[src/rtl/uart_frame_streamer_v2.sv]
// ROI-decimating pixel streamer: header, RGB565/GRAY8 pixels, trailer over 8N1.
// Ports: clk, rst_n, frame_valid, pixel_valid, pixel_x/y/data in; tx, busy, overflow, frame_count, led_activity out.

module uart_tx_byte #(
  parameter int CLKS_PER_BIT = 434
) (
  input  logic       clk,
  input  logic       rst_n,
  input  logic       start,
  input  logic [7:0] data,
  output logic       tx,
  output logic       busy
);
  localparam int CW = CLKS_PER_BIT > 1 ? $clog2(CLKS_PER_BIT) : 1;
  localparam int CL = CLKS_PER_BIT - 1;
  localparam logic [CW-1:0] CLK_LAST = CL[CW-1:0];

  logic [CW-1:0] clk_cnt;
  logic [3:0]    bit_cnt;
  logic [8:0]    shift;

  // shift holds data bits then the stop bit; tx is driven from a register
  always_ff @(posedge clk or negedge rst_n) begin
    if (!rst_n) begin
      tx      <= 1'b1;
      busy    <= 1'b0;
      clk_cnt <= '0;
      bit_cnt <= '0;
      shift   <= '1;
    end else if (!busy) begin
      if (start) begin
        tx      <= 1'b0;
        busy    <= 1'b1;
        clk_cnt <= '0;
        bit_cnt <= '0;
        shift   <= {1'b1, data};
      end
    end else if (clk_cnt != CLK_LAST) begin
      clk_cnt <= clk_cnt + 1'b1;
    end else begin
      clk_cnt <= '0;
      if (bit_cnt == 4'd9) begin
        busy <= 1'b0;
        tx   <= 1'b1;
      end else begin
        tx      <= shift[0];
        shift   <= {1'b1, shift[8:1]};
        bit_cnt <= bit_cnt + 4'd1;
      end
    end
  end
endmodule

module uart_frame_streamer_v2 #(
  parameter int CLK_FREQ   = 50_000_000,
  parameter int BAUD       = 115200,
  parameter int H_SCALE    = 8,
  parameter int V_SCALE    = 8,
  parameter int ROI_X0     = 280,
  parameter int ROI_Y0     = 210,
  parameter int ROI_W      = 80,
  parameter int ROI_H      = 60,
  parameter int FIFO_DEPTH = 16,
  parameter int PIX_MODE   = 0
) (
  input  logic        clk,
  input  logic        rst_n,
  input  logic        frame_valid,
  input  logic        pixel_valid,
  input  logic [9:0]  pixel_x,
  input  logic [9:0]  pixel_y,
  input  logic [15:0] pixel_data,
  output logic        tx,
  output logic        busy,
  output logic        overflow,
  output logic [7:0]  frame_count,
  output logic        led_activity
);
  localparam int CPB = CLK_FREQ / BAUD;
  localparam int AW  = $clog2(FIFO_DEPTH);
  localparam int XE  = ROI_X0 + ROI_W;
  localparam int YE  = ROI_Y0 + ROI_H;
  localparam int WO  = ROI_W / H_SCALE;
  localparam int HO  = ROI_H / V_SCALE;
  localparam int HM  = H_SCALE - 1;
  localparam int VM  = V_SCALE - 1;
  localparam bit GRAY_MODE = PIX_MODE != 0;
  localparam logic [AW:0]  FULL_CNT = FIFO_DEPTH[AW:0];
  localparam logic [10:0]  X_LO = ROI_X0[10:0];
  localparam logic [10:0]  X_HI = XE[10:0];
  localparam logic [10:0]  Y_LO = ROI_Y0[10:0];
  localparam logic [10:0]  Y_HI = YE[10:0];
  localparam logic [15:0]  W_OUT = WO[15:0];
  localparam logic [15:0]  H_OUT = HO[15:0];
  localparam logic [9:0]   H_MASK = HM[9:0];
  localparam logic [9:0]   V_MASK = VM[9:0];
  localparam logic [7:0]   BPP = GRAY_MODE ? 8'd8 : 8'd16;

  typedef enum logic [2:0] {
    S_IDLE, S_HDR, S_PIX_HI, S_PIX_LO, S_TRL
  } state_t;

  state_t      state, state_nx;
  logic [2:0]  idx, idx_nx;
  logic        fv_q, frame_active, accept, fv_fall;
  logic        tx_start, uart_busy, can, issue, pop, pix_byte;
  logic [7:0]  tx_byte, byte_nx, frame_byte, checksum, lo_q;
  logic [2:0]  led_cnt;
  logic        on_grid, in_roi, push_req, push_ok, empty, full;
  logic [15:0] mem [FIFO_DEPTH];
  logic [15:0] head;
  logic [AW-1:0] wr_ptr, rd_ptr;
  logic [AW:0]   count;
  logic [7:0]  r8, g8, b8, gray;
  logic [9:0]  gsum;
  logic        unused_gsum;

  assign accept  = (state == S_IDLE) && frame_valid && !fv_q;
  assign fv_fall = !frame_valid && fv_q;
  assign busy    = state != S_IDLE;
  // one-cycle start pulse, never back to back
  assign can     = !uart_busy && !tx_start;

  assign on_grid = ((pixel_x & H_MASK) == 10'd0) && ((pixel_y & V_MASK) == 10'd0);
  assign in_roi  = ({1'b0, pixel_x} >= X_LO) && ({1'b0, pixel_x} < X_HI) &&
                   ({1'b0, pixel_y} >= Y_LO) && ({1'b0, pixel_y} < Y_HI);
  assign push_req = pixel_valid && frame_active && on_grid && in_roi && (state != S_IDLE);
  assign push_ok  = push_req && !full;

  assign empty = count == '0;
  assign full  = count == FULL_CNT;
  assign head  = mem[rd_ptr];

  assign r8   = {head[15:11], head[15:13]};
  assign g8   = {head[10:5], head[10:9]};
  assign b8   = {head[4:0], head[4:2]};
  assign gsum = {2'b00, r8} + {1'b0, g8, 1'b0} + {2'b00, b8};
  assign gray = gsum[9:2];
  assign unused_gsum = ^gsum[1:0];

  always_comb begin
    frame_byte = 8'h5A;
    if (state == S_TRL) begin
      unique case (idx)
        3'd0:    frame_byte = checksum;
        3'd1:    frame_byte = {7'b0, overflow};
        default: frame_byte = 8'hC3;
      endcase
    end else begin
      unique case (idx)
        3'd0:    frame_byte = 8'hA5;
        3'd1:    frame_byte = frame_count;
        3'd2:    frame_byte = W_OUT[7:0];
        3'd3:    frame_byte = W_OUT[15:8];
        3'd4:    frame_byte = H_OUT[7:0];
        3'd5:    frame_byte = H_OUT[15:8];
        3'd6:    frame_byte = BPP;
        default: frame_byte = 8'h5A;
      endcase
    end
  end

  always_comb begin
    state_nx = state;
    idx_nx   = idx;
    issue    = 1'b0;
    pop      = 1'b0;
    pix_byte = 1'b0;
    byte_nx  = frame_byte;
    unique case (state)
      S_IDLE: begin
        if (accept) begin
          state_nx = S_HDR;
          idx_nx   = 3'd0;
        end
      end
      S_HDR: begin
        issue = can;
        if (can) begin
          idx_nx = idx + 3'd1;
          if (idx == 3'd7) state_nx = S_PIX_HI;
        end
      end
      S_PIX_HI: begin
        if (!empty) begin
          issue    = can;
          pop      = can;
          pix_byte = 1'b1;
          byte_nx  = GRAY_MODE ? gray : head[15:8];
          if (can && !GRAY_MODE) state_nx = S_PIX_LO;
        end else if (!frame_active) begin
          state_nx = S_TRL;
          idx_nx   = 3'd0;
        end
      end
      S_PIX_LO: begin
        issue    = can;
        pix_byte = 1'b1;
        byte_nx  = lo_q;
        if (can) state_nx = S_PIX_HI;
      end
      S_TRL: begin
        issue = can;
        if (can) begin
          idx_nx = idx + 3'd1;
          if (idx == 3'd2) state_nx = S_IDLE;
        end
      end
      default: state_nx = S_IDLE;
    endcase
  end

  always_ff @(posedge clk or negedge rst_n) begin
    if (!rst_n) begin
      state        <= S_IDLE;
      idx          <= '0;
      fv_q         <= 1'b0;
      frame_active <= 1'b0;
      tx_start     <= 1'b0;
      tx_byte      <= 8'h00;
      lo_q         <= 8'h00;
      checksum     <= 8'h00;
      overflow     <= 1'b0;
      frame_count  <= 8'h00;
      led_cnt      <= '0;
      led_activity <= 1'b0;
    end else begin
      state    <= state_nx;
      idx      <= idx_nx;
      fv_q     <= frame_valid;
      tx_start <= issue;
      if (issue) tx_byte <= byte_nx;
      if (pop) lo_q <= head[7:0];
      if (accept) frame_active <= 1'b1;
      else if (fv_fall) frame_active <= 1'b0;
      if (accept) checksum <= 8'h00;
      else if (issue && pix_byte) checksum <= checksum ^ byte_nx;
      if (accept) overflow <= 1'b0;
      else if (push_req && full) overflow <= 1'b1;
      if (issue) begin
        led_cnt <= led_cnt + 3'd1;
        if (led_cnt == 3'd7) led_activity <= !led_activity;
      end
      if (issue && state == S_TRL && idx == 3'd2) frame_count <= frame_count + 8'd1;
    end
  end

  always_ff @(posedge clk or negedge rst_n) begin
    if (!rst_n) begin
      wr_ptr <= '0;
      rd_ptr <= '0;
      count  <= '0;
    end else if (accept) begin
      wr_ptr <= '0;
      rd_ptr <= '0;
      count  <= '0;
    end else begin
      if (push_ok) wr_ptr <= wr_ptr + 1'b1;
      if (pop) rd_ptr <= rd_ptr + 1'b1;
      if (push_ok && !pop) count <= count + 1'b1;
      else if (!push_ok && pop) count <= count - 1'b1;
    end
  end

  always_ff @(posedge clk) begin
    if (push_ok) mem[wr_ptr] <= pixel_data;
  end

  uart_tx_byte #(
    .CLKS_PER_BIT(CPB)
  ) u_uart (
    .clk  (clk),
    .rst_n(rst_n),
    .start(tx_start),
    .data (tx_byte),
    .tx   (tx),
    .busy (uart_busy)
  );
endmodule

[config.mk]
export PLATFORM = sky130hd
export DESIGN_NAME = uart_frame_streamer_v2
export DESIGN_NICKNAME = d
export VERILOG_FILES = /design/src/rtl/uart_frame_streamer_v2.sv
export SDC_FILE = /design/constraint.sdc
export NUM_CORES = 1
export LEC_CHECK = 0
export CAP_MARGIN = 20
export CORE_MARGIN = 1.5
export CORE_UTILIZATION = 30
export CTS_CLUSTER_DIAMETER = 100
export DETAILED_ROUTE_END_ITERATION = 12
export PLACE_DENSITY = 0.43
export SLEW_MARGIN = 20
export SYNTH_ARGS = -nofsm -noshare
export SYNTH_HDL_FRONTEND = slang
export SYNTH_SLANG_ARGS = --single-unit
[constraint.sdc]
create_clock -name clk -period 5.75 [get_ports clk]
set_clock_uncertainty 0.15 [all_clocks]
set_input_delay 1.15 -clock clk [delete_from_list [all_inputs] [get_ports clk]]
set_output_delay 1.15 -clock clk [all_outputs]
set_load 0.05 [all_outputs]
=== Yosys cells after proc, flatten, opt, wreduce, memory -nomap -nowiden ===
Memory sizes are Yosys's and may differ from the RTL's.
Cells that the tools add are included.

* $add $sub $neg: 9
* Magnitude comparators: 4
* Equal/unequal tests: 28
* Multiplexer cells: 59
* Bitwise logic cells: 1
* Reduce and logical (&&, ||, !) cells: 49

{| class="wikitable"
|+ Operator list
! operator !! count
|-
| 9-bit 2-to-1 mux || 7
|-
| 8-bit case mux with 6 select lines || 1
|-
| 3-bit 2-to-1 mux || 13
|-
| 4-bit 2-to-1 mux || 8
|-
| 8-bit 2-to-1 mux || 4
|-
| 8-bit case mux with 2 select lines || 2
|-
| 10-bit logical NOT || 2
|-
| 10-bit by 9-bit less-than comparator with 1-bit output, second input constant || 2
|-
| 1-bit logical AND || 19
|-
| 3-bit equality test, second input constant || 6
|-
| 2-bit != test, second input constant || 9
|-
| 1-bit 2-to-1 mux || 17
|-
| 5-bit 2-to-1 mux || 3
|-
| 3-bit case mux with 5 select lines || 1
|-
| 4-bit by 1-bit adder with 4-bit output, second input constant || 3
|-
| 3-bit by 2-bit equality test with 1-bit output, second input constant || 4
|-
| 2-bit nonzero test || 6
|-
| 10-bit by 8-bit >= comparator with 1-bit output, second input constant || 1
|-
| 10-bit by 9-bit >= comparator with 1-bit output, second input constant || 1
|-
| 9-bit by 1-bit adder with 9-bit output, second input constant || 1
|-
| 9-bit != test, second input constant || 1
|-
| 3-bit case mux with 3 select lines || 1
|-
| 3-bit nonzero test || 3
|-
| 8-bit by 1-bit adder with 8-bit output, second input constant || 1
|-
| 19 further kinds || 34
|}

* Flip-flop bits (word level): 83
* Memory bits (writable): 256
* Input bits: 40
* Output and inout port bits: 12
* Logic and storage cells: 171
* Memories: 1

{| class="wikitable"
|+ Memories
! memory !! depth !! bits a word !! read ports !! clocked after Yosys merged registers in !! wr ports !! RTL line !! text
|-
| mem || 16 || 16 || 1 || 0 || 1 || 110 || <nowiki>logic [15:0] mem [FIFO_DEPTH];</nowiki>
|}

=== Logic depth before layout (Yosys ltp) ===
* Depth after elaboration: 12
* Depth in mapped cells: 14
* Gate-level depth less buffers: 12

=== Modules after synthesis ===
From an unflattened synthesis, not the netlist that was laid out.

* Cells, all modules: 879
* Area, all modules: 14,386.3 um^2

{| class="wikitable"
|+ Modules (own cells, without submodules)
! module !! instances !! cells each !! area an instance (um^2) !! sequential area each (um^2)
|-
| uart_frame_streamer_v2 || 1 || 754 || 13,142.6 || 9,163.8
|-
| uart_tx_byte || 1 || 125 || 1,243.7 || 586.8
|}

=== Worst setup path before layout ===
OpenSTA, ideal clock, no wires.

* Kind: input port to flip-flop
* Start: in pixel_x[2]
* End: mem mem[4][0] (enable)
* Arrival time: 3.249 ns
* Setup slack: 1.941 ns
* Stages on the path: 6
* Path buffers: 0
* Cells stage by stage: nor4b_1 > and4_1 > o211ai_1 > nor2_1 > nand2_1 > nor3_1

* Word-level cells in the longest chain between the ends: 9
* Elaborated cells on any way between the ends: 13

{| class="wikitable"
|+ Ends and longest elaborated chain
! element !! RTL line !! text
|-
| start: declaration || 70 || <nowiki>input logic [9:0] pixel_x,</nowiki>
|-
| 10-bit by 9-bit >= comparator with 1-bit output or 10-bit by 9-bit less-than comparator with 1-bit output (tied branches) || 125 || <nowiki>assign in_roi = ({1'b0, pixel_x} >= X_LO) && ({1'b0, pixel_x} < X_HI) &&</nowiki>
|-
| 1-bit logical AND (2 in a row) || 125 ||
|-
| 1-bit logical AND || 126 || <nowiki>({1'b0, pixel_y} >= Y_LO) && ({1'b0, pixel_y} < Y_HI);</nowiki>
|-
| 1-bit logical AND * (2 in a row) || 127 || <nowiki>assign push_req = pixel_valid && frame_active && on_grid && in_roi && (state != S_IDLE);</nowiki>
|-
| 1-bit logical AND * || 128 || <nowiki>assign push_ok = push_req && !full;</nowiki>
|-
| 1-bit 2-to-1 mux * || 266 || <nowiki>if (push_ok) mem[wr_ptr] <= pixel_data;</nowiki>
|-
| 1-bit 2-to-1 mux (implied by the code) * || 266 ||
|-
| end: declaration || 110 ||
|}

Mark *: on every way between the ends. The rest lies on a longest branch, timed or not.

=== Final worst setup path ===
* Start: in pixel_x[9]
* End: reg count[4]

* Word-level cells in the longest chain between the ends: 10
* Elaborated cells on any way between the ends: 14

{| class="wikitable"
|+ Ends and longest elaborated chain
! element !! RTL line !! text
|-
| 10-bit by 9-bit >= comparator with 1-bit output or 10-bit by 9-bit less-than comparator with 1-bit output (tied branches) || 125 ||
|-
| 1-bit logical AND * (2 in a row) || 125 ||
|-
| 1-bit logical AND * || 126 ||
|-
| 1-bit logical AND * (2 in a row) || 127 ||
|-
| 1-bit logical AND * || 128 ||
|-
| 1-bit logical AND or 1-bit logical NOT (tied branches) || 260, 261 ||
|-
| 5-bit 2-to-1 mux or 1-bit logical AND (tied branches) || 260, 261 ||
|-
| 5-bit 2-to-1 mux or 3-bit nonzero test (tied branches) || n/a ||
|-
| end signal: assignment || 260 || <nowiki>if (push_ok && !pop) count <= count + 1'b1;</nowiki>
|-
| end signal: assignment || 261 || <nowiki>else if (!push_ok && pop) count <= count - 1'b1;</nowiki>
|-
| end: declaration || 113 || <nowiki>logic [AW:0] count;</nowiki>
|}

Marks and branches as above.
A chain may end at the register's enable or synchronous reset.

==> qor.txt <==
status: completed
CP Capture Type: register
post-DR wirelength/cell: 21.4 um
Post-Syn Instances: 911
Nets: 1041
site row count: 80
Hold Buf Count CTS: 0
Final Critical Period: 3940 ps
grt ovf: 0
f_max: 0.254 GHz
slowest stage cell on the critical path: fa_1
GPL Wtd Cong: 0.757
via count: 8016
Clock Pin Slew Worst Setup and Hold Paths: 60 ps
initial antenna violation count: 1
sequential share of the synthesized area: 0.664
Area Growth Syn to Fin: 17.1%
number of I/O pins: 52
CP dominant cell by count: o211ai_1
Num CTS Buffers: 38
Async S/R FF share, synth: 0.243
antenna-violating nets left: 0
Yosys warning count: 0
Worst Path Buf+Inv: 2
CTS Buffer Depth: 3
Most used DFF post-synth: edfxtp_1
first-pass iteration count of the detailed router: 4
Setup CP Type: input pin to register
clk_lat worst skew: 540 ps
DRC violations left: 0
CTS root buffer: clkbuf_16
Post-synth EDFFs: 256
Worst EP arrival: 4200 ps
commonest non-fill, non-tap cells in the layout: edfxtp_1, dfrtp_1, nand2_1
CP peak stage delay: 440 ps
vias in the first global route: 8329
die area: 50300 um2
max-slew violations: 0
syn_nets: 973
vias per cell: 4.94
final core occ: 0.358
Mapped Area: 14700 um2
Overall Power: 0.00696 W
Tot GR Track Use: 0.141
Worst path top cell family by delay: simple AND/OR/NAND/NOR gates
Post-Route WL: 34.7 mm
Post-CTS Resized: 0
mean post-synth cell area: 16.1 um2
Max H-tree Level: 2
share of cells above drive strength 1: 0.185
VDD IR max: 0.000175 V
core footprint: 48000 um2
hold slack: 321 ps
setup tns final: 0 ps
port bufs: 51
largest net degree at the start of global routing: 49
HPWL Detailed: 21.1 mm
post-route clock period utilization: 0.686
Die X: 224 um
Synth cell types: 79
starting density of the core: 0.306
first-pass GRT wire length: 53.1 mm
Startpoint Class: input pin
clock sink count: 338
register bit total from synthesis: 338
worst endpoint required time: 6010 ps
Max Cap Viol: 0
Final setup viols: 0
Crit Path Max Fanout: 5
Lkg Pwr: 5.97 nW
Hold Violations, Final: 0
Die Y: 224 um
crit path cell chain: clkdlybuf4s50_1 > nor4b_1 > and4_1 > o211ai_1 > nor2_1 > nand2_1 > fa_1 > a21o_1 > a21oi_1 > inv_1 > o21ai_0 > o211ai_1 > nor2b_1
Post-CTS Setup Bufs: 0
Power Dens Cells: 405 nW/um2
1st-iter DRT viols: 431
Antenna diodes: 0
commonest non-fill, non-tap cell in the layout: edfxtp_1
Least-Margin Pin Slew: 990 ps
CTS tree: yes
RSZ-0062 raised after global routing: false
worst min path class: register to register
Slew HR: 0.340
metrics by stage:
step / setup WS, ps / instances / instance area (um2)
floorplan: 1940 / 911 / 14700
global placement: 1290 / 1554 / 15900
detailed placement: 1250 / 1554 / 15900
CTS: 1800 / 1623 / 17200
global route: 1480 / 1623 / 17200
finish: 1810 / 1623 / 17200
report_power, final:
group | switching (W) | internal (W) | total, W
sequential | 0.000274 | 0.00280 | 0.00307
combinational | 0.000738 | 0.000648 | 0.00139
clock | 0.00100 | 0.00150 | 0.00251
synth_stat cells, types with 14 or more instances:
master	instances	area share
mux2_2	18	0.014
nor3_1	15	0.0051
buf_2	19	0.0065
edfxtp_1	256	0.52
clkbuf_1	14	0.0036
dfrtp_1	73	0.12
a21oi_1	18	0.0061
xor2_1	14	0.0083
nand2_1	51	0.013
ha_1	21	0.018
mux4_2	37	0.057
inv_1	18	0.0046
o22ai_1	19	0.0081
mux4_1	28	0.050
nand2b_1	15	0.0064
nor2_1	54	0.014
o21ai_0	23	0.0078
mux2i_1	17	0.012
cell families (layout without fill, tap and decap cells):
kind of cell             Yosys count  in the layout  synth area share
buffers and inverters             67            164            0.0231
flip-flops                       338            338             0.664
AND/OR/NAND/NOR                  219            219            0.0767
adder cells (fa/ha/maj)           22             22            0.0193
AO/OA/AOI/OAI                    129            129            0.0595
XOR/XNOR                          28             28            0.0172
multiplexers                     108            108             0.140
layout make-up:
cell class | count | area, um2
clock buffer | 46 | 1020
clock inverter | 23 | 265
multi-input combinational | 506 | 4630
sequential | 338 | 9760
tap | 615 | 769
timing repair buffer | 75 | 688
inverter | 20 | 75.1
fill | 4567 | 30800
final timing paths:
path	from	endpoint	slack (ps)	cells past startpoint
setup / recovery	pixel_x[9]	count[4]$_DFFE_PN0P_	1810	13
hold / removal	led_activity$_DFFE_PN0P_	led_activity$_DFFE_PN0P_	320	1
setup reg to reg	count[1]$_DFFE_PN0P_	count[4]$_DFFE_PN0P_	2070	11
hold reg to reg	led_activity$_DFFE_PN0P_	led_activity$_DFFE_PN0P_	320	1
max in group asynchronous	rst_n	u_uart.tx$_DFFE_PN1P_	4010	2
min in group asynchronous	rst_n	idx[0]$_DFFE_PN0P_	500	1
routing by layer:
layer	wire, um	vias to the layer above	part of all wire	GRT usage
li1	-	3711	-	-
met1	16600	4155	0.48	0.196
met2	16400	97	0.47	0.232
met3	1040	51	0.030	0.0221
met4	624	2	0.018	0.0342
met5	11	-	0.00032	0
state kept, by name (all words and copies together) (netlist names), 3 cells and up:
register and count:
wr_ptr 4, count 5, lo_q 8, u_uart.bit_cnt 4, checksum 8, rd_ptr 4
mem 256, u_uart.shift 8, state 3, frame_count 8, led_cnt 3, tx_byte 8
u_uart.clk_cnt 9, idx 3
Power figures use the tool's default switching activity.
